[config.mk]
export PLATFORM = sky130hd
export DESIGN_NAME = alu_shift_issue_queue
export DESIGN_NICKNAME = d
export VERILOG_FILES = /design/src/rtl/alu_shift_issue_queue_pkg.sv /design/src/rtl/alu_shift_issue_queue_fifo.sv /design/src/rtl/alu_shift_issue_queue.sv
export SDC_FILE = /design/constraint.sdc
export NUM_CORES = 1
export LEC_CHECK = 0
export CORE_MARGIN = 2
export CORE_UTILIZATION = 40
export DETAILED_ROUTE_END_ITERATION = 8
export GPL_TIMING_DRIVEN = 0
export PLACE_DENSITY = 0.63
export SLEW_MARGIN = 20
export SYNTH_ARGS = -nofsm -noshare
export SYNTH_HDL_FRONTEND = slang
export SYNTH_SLANG_ARGS = --single-unit
[constraint.sdc]
create_clock -name clk -period 5.2 [get_ports clk]
set_input_delay 1.04 -clock clk [delete_from_list [all_inputs] [get_ports clk]]
set_output_delay 1.04 -clock clk [all_outputs]
set_load 0.02 [all_outputs]
[src/rtl/alu_shift_issue_queue_pkg.sv]
// +--------------------------------------------------------------------+
// | alu_pkg: shared opcode constants and request type for shift issue  |
// | Rev 1.0                                                            |
// +--------------------------------------------------------------------+
`default_nettype none

package alu_pkg;

  localparam int unsigned ALU_WIDTH = 16;

  localparam logic [3:0] OP_NOP = 4'd0;
  localparam logic [3:0] OP_SLL = 4'd5;
  localparam logic [3:0] OP_SAR = 4'd6;
  localparam logic [3:0] OP_ROL = 4'd7;
  localparam logic [3:0] OP_ROR = 4'd8;

  typedef struct packed {
    logic [ALU_WIDTH-1:0] a;
    logic [ALU_WIDTH-1:0] b;
    logic [3:0]           opcode;
    logic                 illegal;
  } alu_shift_req_t;

  function automatic logic is_shift_op(input logic [3:0] opcode);
    return (opcode == OP_SLL) || (opcode == OP_SAR) ||
           (opcode == OP_ROL) || (opcode == OP_ROR);
  endfunction

endpackage

`default_nettype wire

[src/rtl/alu_shift_issue_queue_fifo.sv]
// +--------------------------------------------------------------------+
// | alu_sync_fifo: generic synchronous FIFO with fall-through head     |
// | Rev 1.0                                                            |
// +--------------------------------------------------------------------+
`default_nettype none

module alu_sync_fifo #(
  parameter type T     = logic,
  parameter int  DEPTH = 4
) (
  input  logic                     clk,
  input  logic                     rst_n,
  input  logic                     flush_i,
  input  logic                     push_i,
  input  T                         wdata_i,
  input  logic                     pop_i,
  output T                         rdata_o,
  output logic [$clog2(DEPTH):0]   count_o,
  output logic                     full_o,
  output logic                     empty_o
);

  localparam int PTR_W = $clog2(DEPTH);
  localparam logic [PTR_W:0] C_DEPTH = (PTR_W+1)'(DEPTH);

  T                 mem_q [DEPTH];
  logic [PTR_W-1:0] wr_ptr_q, rd_ptr_q;
  logic [PTR_W:0]   count_q, count_d;
  logic             push_ok, pop_ok;

  assign full_o  = (count_q == C_DEPTH);
  assign empty_o = (count_q == '0);
  assign push_ok = push_i && !full_o;
  assign pop_ok  = pop_i && !empty_o;

  always_comb begin
    count_d = count_q;
    if (push_ok && !pop_ok) count_d = count_q + 1'b1;
    if (!push_ok && pop_ok) count_d = count_q - 1'b1;
  end

  // Pointers wrap naturally because DEPTH is a power of two.
  always_ff @(posedge clk) begin
    if (!rst_n || flush_i) begin
      wr_ptr_q <= '0;
      rd_ptr_q <= '0;
      count_q  <= '0;
    end else begin
      if (push_ok) wr_ptr_q <= wr_ptr_q + 1'b1;
      if (pop_ok)  rd_ptr_q <= rd_ptr_q + 1'b1;
      count_q <= count_d;
    end
  end

  always_ff @(posedge clk) begin
    if (rst_n && !flush_i && push_ok) mem_q[wr_ptr_q] <= wdata_i;
  end

  assign rdata_o = mem_q[rd_ptr_q];
  assign count_o = count_q;

endmodule

`default_nettype wire

[src/rtl/alu_shift_issue_queue.sv]
// +--------------------------------------------------------------------+
// | alu_shift_issue_queue: sanitising issue buffer for the shift ALU   |
// | Rev 1.0                                                            |
// +--------------------------------------------------------------------+
`default_nettype none

module alu_shift_issue_queue
  import alu_pkg::*;
#(
  parameter int WIDTH   = 16,
  parameter int DEPTH   = 4,
  parameter int SHAMT_W = 4
) (
  input  logic                    clk,
  input  logic                    rst_n,
  input  logic                    flush,
  input  logic                    in_valid,
  output logic                    in_ready,
  input  logic [WIDTH-1:0]        in_a,
  input  logic [WIDTH-1:0]        in_b,
  input  logic [3:0]              in_opcode,
  output logic                    out_valid,
  input  logic                    out_ready,
  output logic [WIDTH-1:0]        out_a,
  output logic [WIDTH-1:0]        out_b,
  output logic [3:0]              out_opcode,
  output logic                    out_illegal,
  output logic [$clog2(DEPTH):0]  count,
  output logic [7:0]              illegal_cnt
);

  alu_shift_req_t in_req, head;
  logic           legal, push, pop, full, empty;
  logic [7:0]     illegal_cnt_q;
  logic           unused_b_hi;

  assign legal          = is_shift_op(in_opcode);
  assign in_req.a       = in_a;
  assign in_req.b       = {{(WIDTH-SHAMT_W){1'b0}}, in_b[SHAMT_W-1:0]};
  assign in_req.opcode  = legal ? in_opcode : OP_NOP;
  assign in_req.illegal = !legal;
  assign unused_b_hi    = ^in_b[WIDTH-1:SHAMT_W];

  assign in_ready  = !full;
  assign out_valid = !empty;
  assign push      = in_valid && in_ready;
  assign pop       = out_valid && out_ready;

  alu_sync_fifo #(
    .T     (alu_shift_req_t),
    .DEPTH (DEPTH)
  ) u_fifo (
    .clk     (clk),
    .rst_n   (rst_n),
    .flush_i (flush),
    .push_i  (push),
    .wdata_i (in_req),
    .pop_i   (pop),
    .rdata_o (head),
    .count_o (count),
    .full_o  (full),
    .empty_o (empty)
  );

  // Data outputs are held at zero while the queue is empty.
  assign out_a       = out_valid ? head.a       : '0;
  assign out_b       = out_valid ? head.b       : '0;
  assign out_opcode  = out_valid ? head.opcode  : OP_NOP;
  assign out_illegal = out_valid ? head.illegal : 1'b0;

  always_ff @(posedge clk) begin
    if (!rst_n) begin
      illegal_cnt_q <= '0;
    end else if (!flush && push && !legal && illegal_cnt_q != 8'hFF) begin
      illegal_cnt_q <= illegal_cnt_q + 8'd1;
    end
  end

  assign illegal_cnt = illegal_cnt_q;

endmodule

`default_nettype wire

==> out/results.tsv <==
stage	metric	value	unit
global_route	first-pass GRT wire length	13800	um
hold_path	hold path startpoint	u_fifo.wr_ptr_q[1]$_SDFFE_PP0P_	
place	Post-DP HPWL	5370	um
yosys	Synth Register Bits	117	
global_route	gr ovfl total	0	
route	vias per cell	4.94	
clock_network	post-CTS setup buffers	0	
pwr	VDD IR max	0.000200	V
floorplanning	FP Rows	39	
clock_network	cts repair resizes	0	
pwr	Combinational Power Share	6.4	%
route	# DRC	4	
clock_network	CTS H-tree lvls	4	
place	placed cells	495	
clock_network	clk sinks	117	
final_layout	Final Non-Filler Cells	526	
sta	Fmax	265	MHz
route	Starting DRT DRC Count	143	
pwr	Int Pwr	1.95	mW
clock_network	total CTS buffers	17	
sta	Final Hold Viols	0	
floorplanning	Die Wd	113	um
final_layout	layout cells sized above 1	20.6	%
pwr	sequential power share	42.9	%
floorplanning	core footprint	11500	um^2
setup_path	crit start category	flip-flop	
sta	slew of the pin with the lowest slew margin	0.716	ns
clock_network	TritonCTS clock tree	yes	
global_route	initial antenna violation count	0	
global_route	pin count of the biggest net entering global routing	26	
sta	unrepaired setup endpoints after global routing	false	
setup_path	R2R setup slack	2.77	ns
final_layout	commonest non-fill, non-tap cell in the layout	edfxtp_1	
run	max cap viols	0	
yosys	mapped cell area	4780	um^2
hold_path	WHS Endpoint	u_fifo.wr_ptr_q[1]$_SDFFE_PP0P_	
sta	Tcrit/Tclk final	72.7	%
hold_path	worst hold path depth	2	
yosys	syn avg cell area	17.3	um^2
clock_network	clk_lat worst skew	0.40	ns
sta	final setup fails	0	
clock_network	Root Buffer	clkbuf_16	
setup_path	Max FO, Critical Path	10	
run_status	failing checks	design-rule violations	
place	IO buf count	65	
route	wire per inst	16.5	um
route	drt total wl	8680	um
route	via count	2597	
floorplanning	Initial Utilization	41.5	%
pwr	leakage power	2.08	nW
yosys	Seq/Total Area, Yosys	70.0	%
setup_path	Critical R2R Launch	u_fifo.count_o[0]$_SDFFE_PP0P_	
setup_path	worst r2r path cells	9	
clock_network	CTS Hold Buffers Added	0	
setup_path	Worst R2R End	u_fifo.count_o[2]$_SDFFE_PP0P_	
setup_path	Crit path required time	4.16	ns
setup_path	CP endpoint kind	output pin	
final_layout	Total Nets Final	419	
floorplanning	I/O Pins	91	
yosys	Yosys warnings	0	
clock_network	clk buf depth	2	
route	drt pass-1 iters	6	
sta	setup TNS	0	ns
pwr	Switching Share	19.1	%
floorplanning	Chip Height	113	um
pwr	switching pwr	461	uW
sta	Slew Viols, Final	0	
route	post-route ant nets	0	
sta	crit path time final	3.78	ns
pwr	PD cells	384	nW/um^2
yosys	Post-Synthesis Cells	276	
hold_path	HP Class	reg2reg	
floorplanning	Die Area	12800	um^2
final_layout	area grow syn2layout	31.3	%
place	routability-driven placement congestion ratio	0.769	
sta	clk_skew	0.00502	ns
clock_network	Clk pin slew, worst setup/hold paths	0.05	ns
final_layout	Antenna Cells	0	
global_route	total track usage	14.4	%
global_route	vias in the first global route	2731	
final_layout	most frequent cells in the layout	100 x edfxtp_1, 65 x clkdlybuf4s50_1, 29 x and2_1	
final_layout	fill count	951	
yosys	Synth cell types	33	
setup_path	CP arrival	2.74	ns
sta	Slew HR	52.3	%
pwr	Clk pwr share	50.7	%
run_status	status	finished, violations left	
setup_path	crit path kind	reg2out	
-- layer usage --
layer	wire [um]	track usage (%)	vias up
met3	526	5.62	6
li1	-	-	1212
met2	4270	23.1	78
met4	52	4.63	0
met5	0	0	-
met1	3830	18.0	1301
-- state kept, by name (all words and copies together), names as in the netlist, named ones only --
signal / flops
illegal_cnt: 8
u_fifo.mem_q: 100
u_fifo.rd_ptr_q: 2
u_fifo.count_o: 3
u_fifo.wr_ptr_q: 2
-- power by group through the flow --
stage	logic, mW	clock network (mW)	registers [mW]
2_1_floorplan	0.0818	0	1.05
3_3_place_gp	0.153	0	1.05
3_5_place_dp	0.156	0	1.05
4_1_cts	0.157	1.24	1.04
5_1_grt	0.167	1.28	1.04
6_report	0.154	1.22	1.04
-- how the worst max path moves through the flow --
stage | startpoint | endpoint | slack [ns] | depth (start not counted)
6_report | flip-flop | out_opcode[2] | 1.42 | 5
5_1_grt | flip-flop | out_a[11] | 1.26 | 5
4_1_cts | flip-flop | out_opcode[2] | 1.38 | 5
3_5_place_dp | flip-flop | out_opcode[2] | 1.81 | 5
3_3_place_gp | flush | u_fifo.mem_q[0][12]$_DFFE_PP_ | 1.57 | 5
2_1_floorplan | rst_n | u_fifo.mem_q[0][0]$_DFFE_PP_ | 2.50 | 5
-- stage by stage --
step                      power (mW)  worst slack, ns  utilization, %  hold WS [ns]  instance area (um^2)
after floorplan                 1.14             2.50               -         0.469                  4820
after global placement          1.21             1.57            49.0         0.475                  5650
after detailed placement        1.21             1.81            49.1         0.490                  5650
after CTS                       2.43             1.38            54.5         0.497                  6270
after global routing            2.48             1.26            54.5         0.512                  6270
final                           2.41             1.42            54.5         0.494                  6270
-- critical path, stage by stage, from the launching register on --
cell and delay, ns:
dfxtp_1 0.31, clkbuf_1 0.33, clkbuf_1 0.57, mux4_2 0.41, and2_1 0.18, clkdlybuf4s50_1 0.54
-- cell usage after synthesis, drive strengths merged --
cell,instances,area (um^2)
nor4b,1,15.0
and4,1,10.0
xor2,3,26.3
clkbuf,7,26.3
ha,6,75.1
or3,6,37.5
or4,2,15.0
and2b,1,10.0
inv,7,26.3
a21oi,3,15.0
nand4,2,18.8
edfxtp,100,3000
o21ai,6,30.0
nor2,9,33.8
nand2b,2,12.5
a211oi,1,12.5
nand3,5,25.0
a21boi,6,45.0
fa,1,20.0
or2,1,6.26
buf,17,120
conb,1,3.75
dfxtp,17,340
o31ai,2,15.0
mux4,25,563
nand2,6,22.5
xnor2,3,26.3
and2,35,221
-- kinds of logic (layout without fill, tap and decap cells) --
logic type      Yosys count  after routing  share of synthesized area [%]
compound gates           18             18                           2.46
xor+xnor                  6              6                           1.10
fa+ha+maj                 7              7                           1.99
buf+inv                  31            127                           3.62
flops                   117            117                           70.0
mux                      25             25                           11.8
other cells               1             12                         0.0785
simple gates             71             71                           8.96
-- area by class of cell --
cell class / count / area (um^2) / area share (%)
Sequential cell: 117 / 3340 / 53.3
Multi-Input combinational cell: 139 / 1310 / 20.8
Timing Repair Buffer: 65 / 651 / 10.4
Clock buffer: 21 / 440 / 7.02
Clock inverter: 10 / 180 / 2.87
Tap cell: 143 / 179 / 2.85
Buffer: 24 / 146 / 2.33
Inverter: 7 / 26.3 / 0.419
Power figures use the tool's default switching activity.
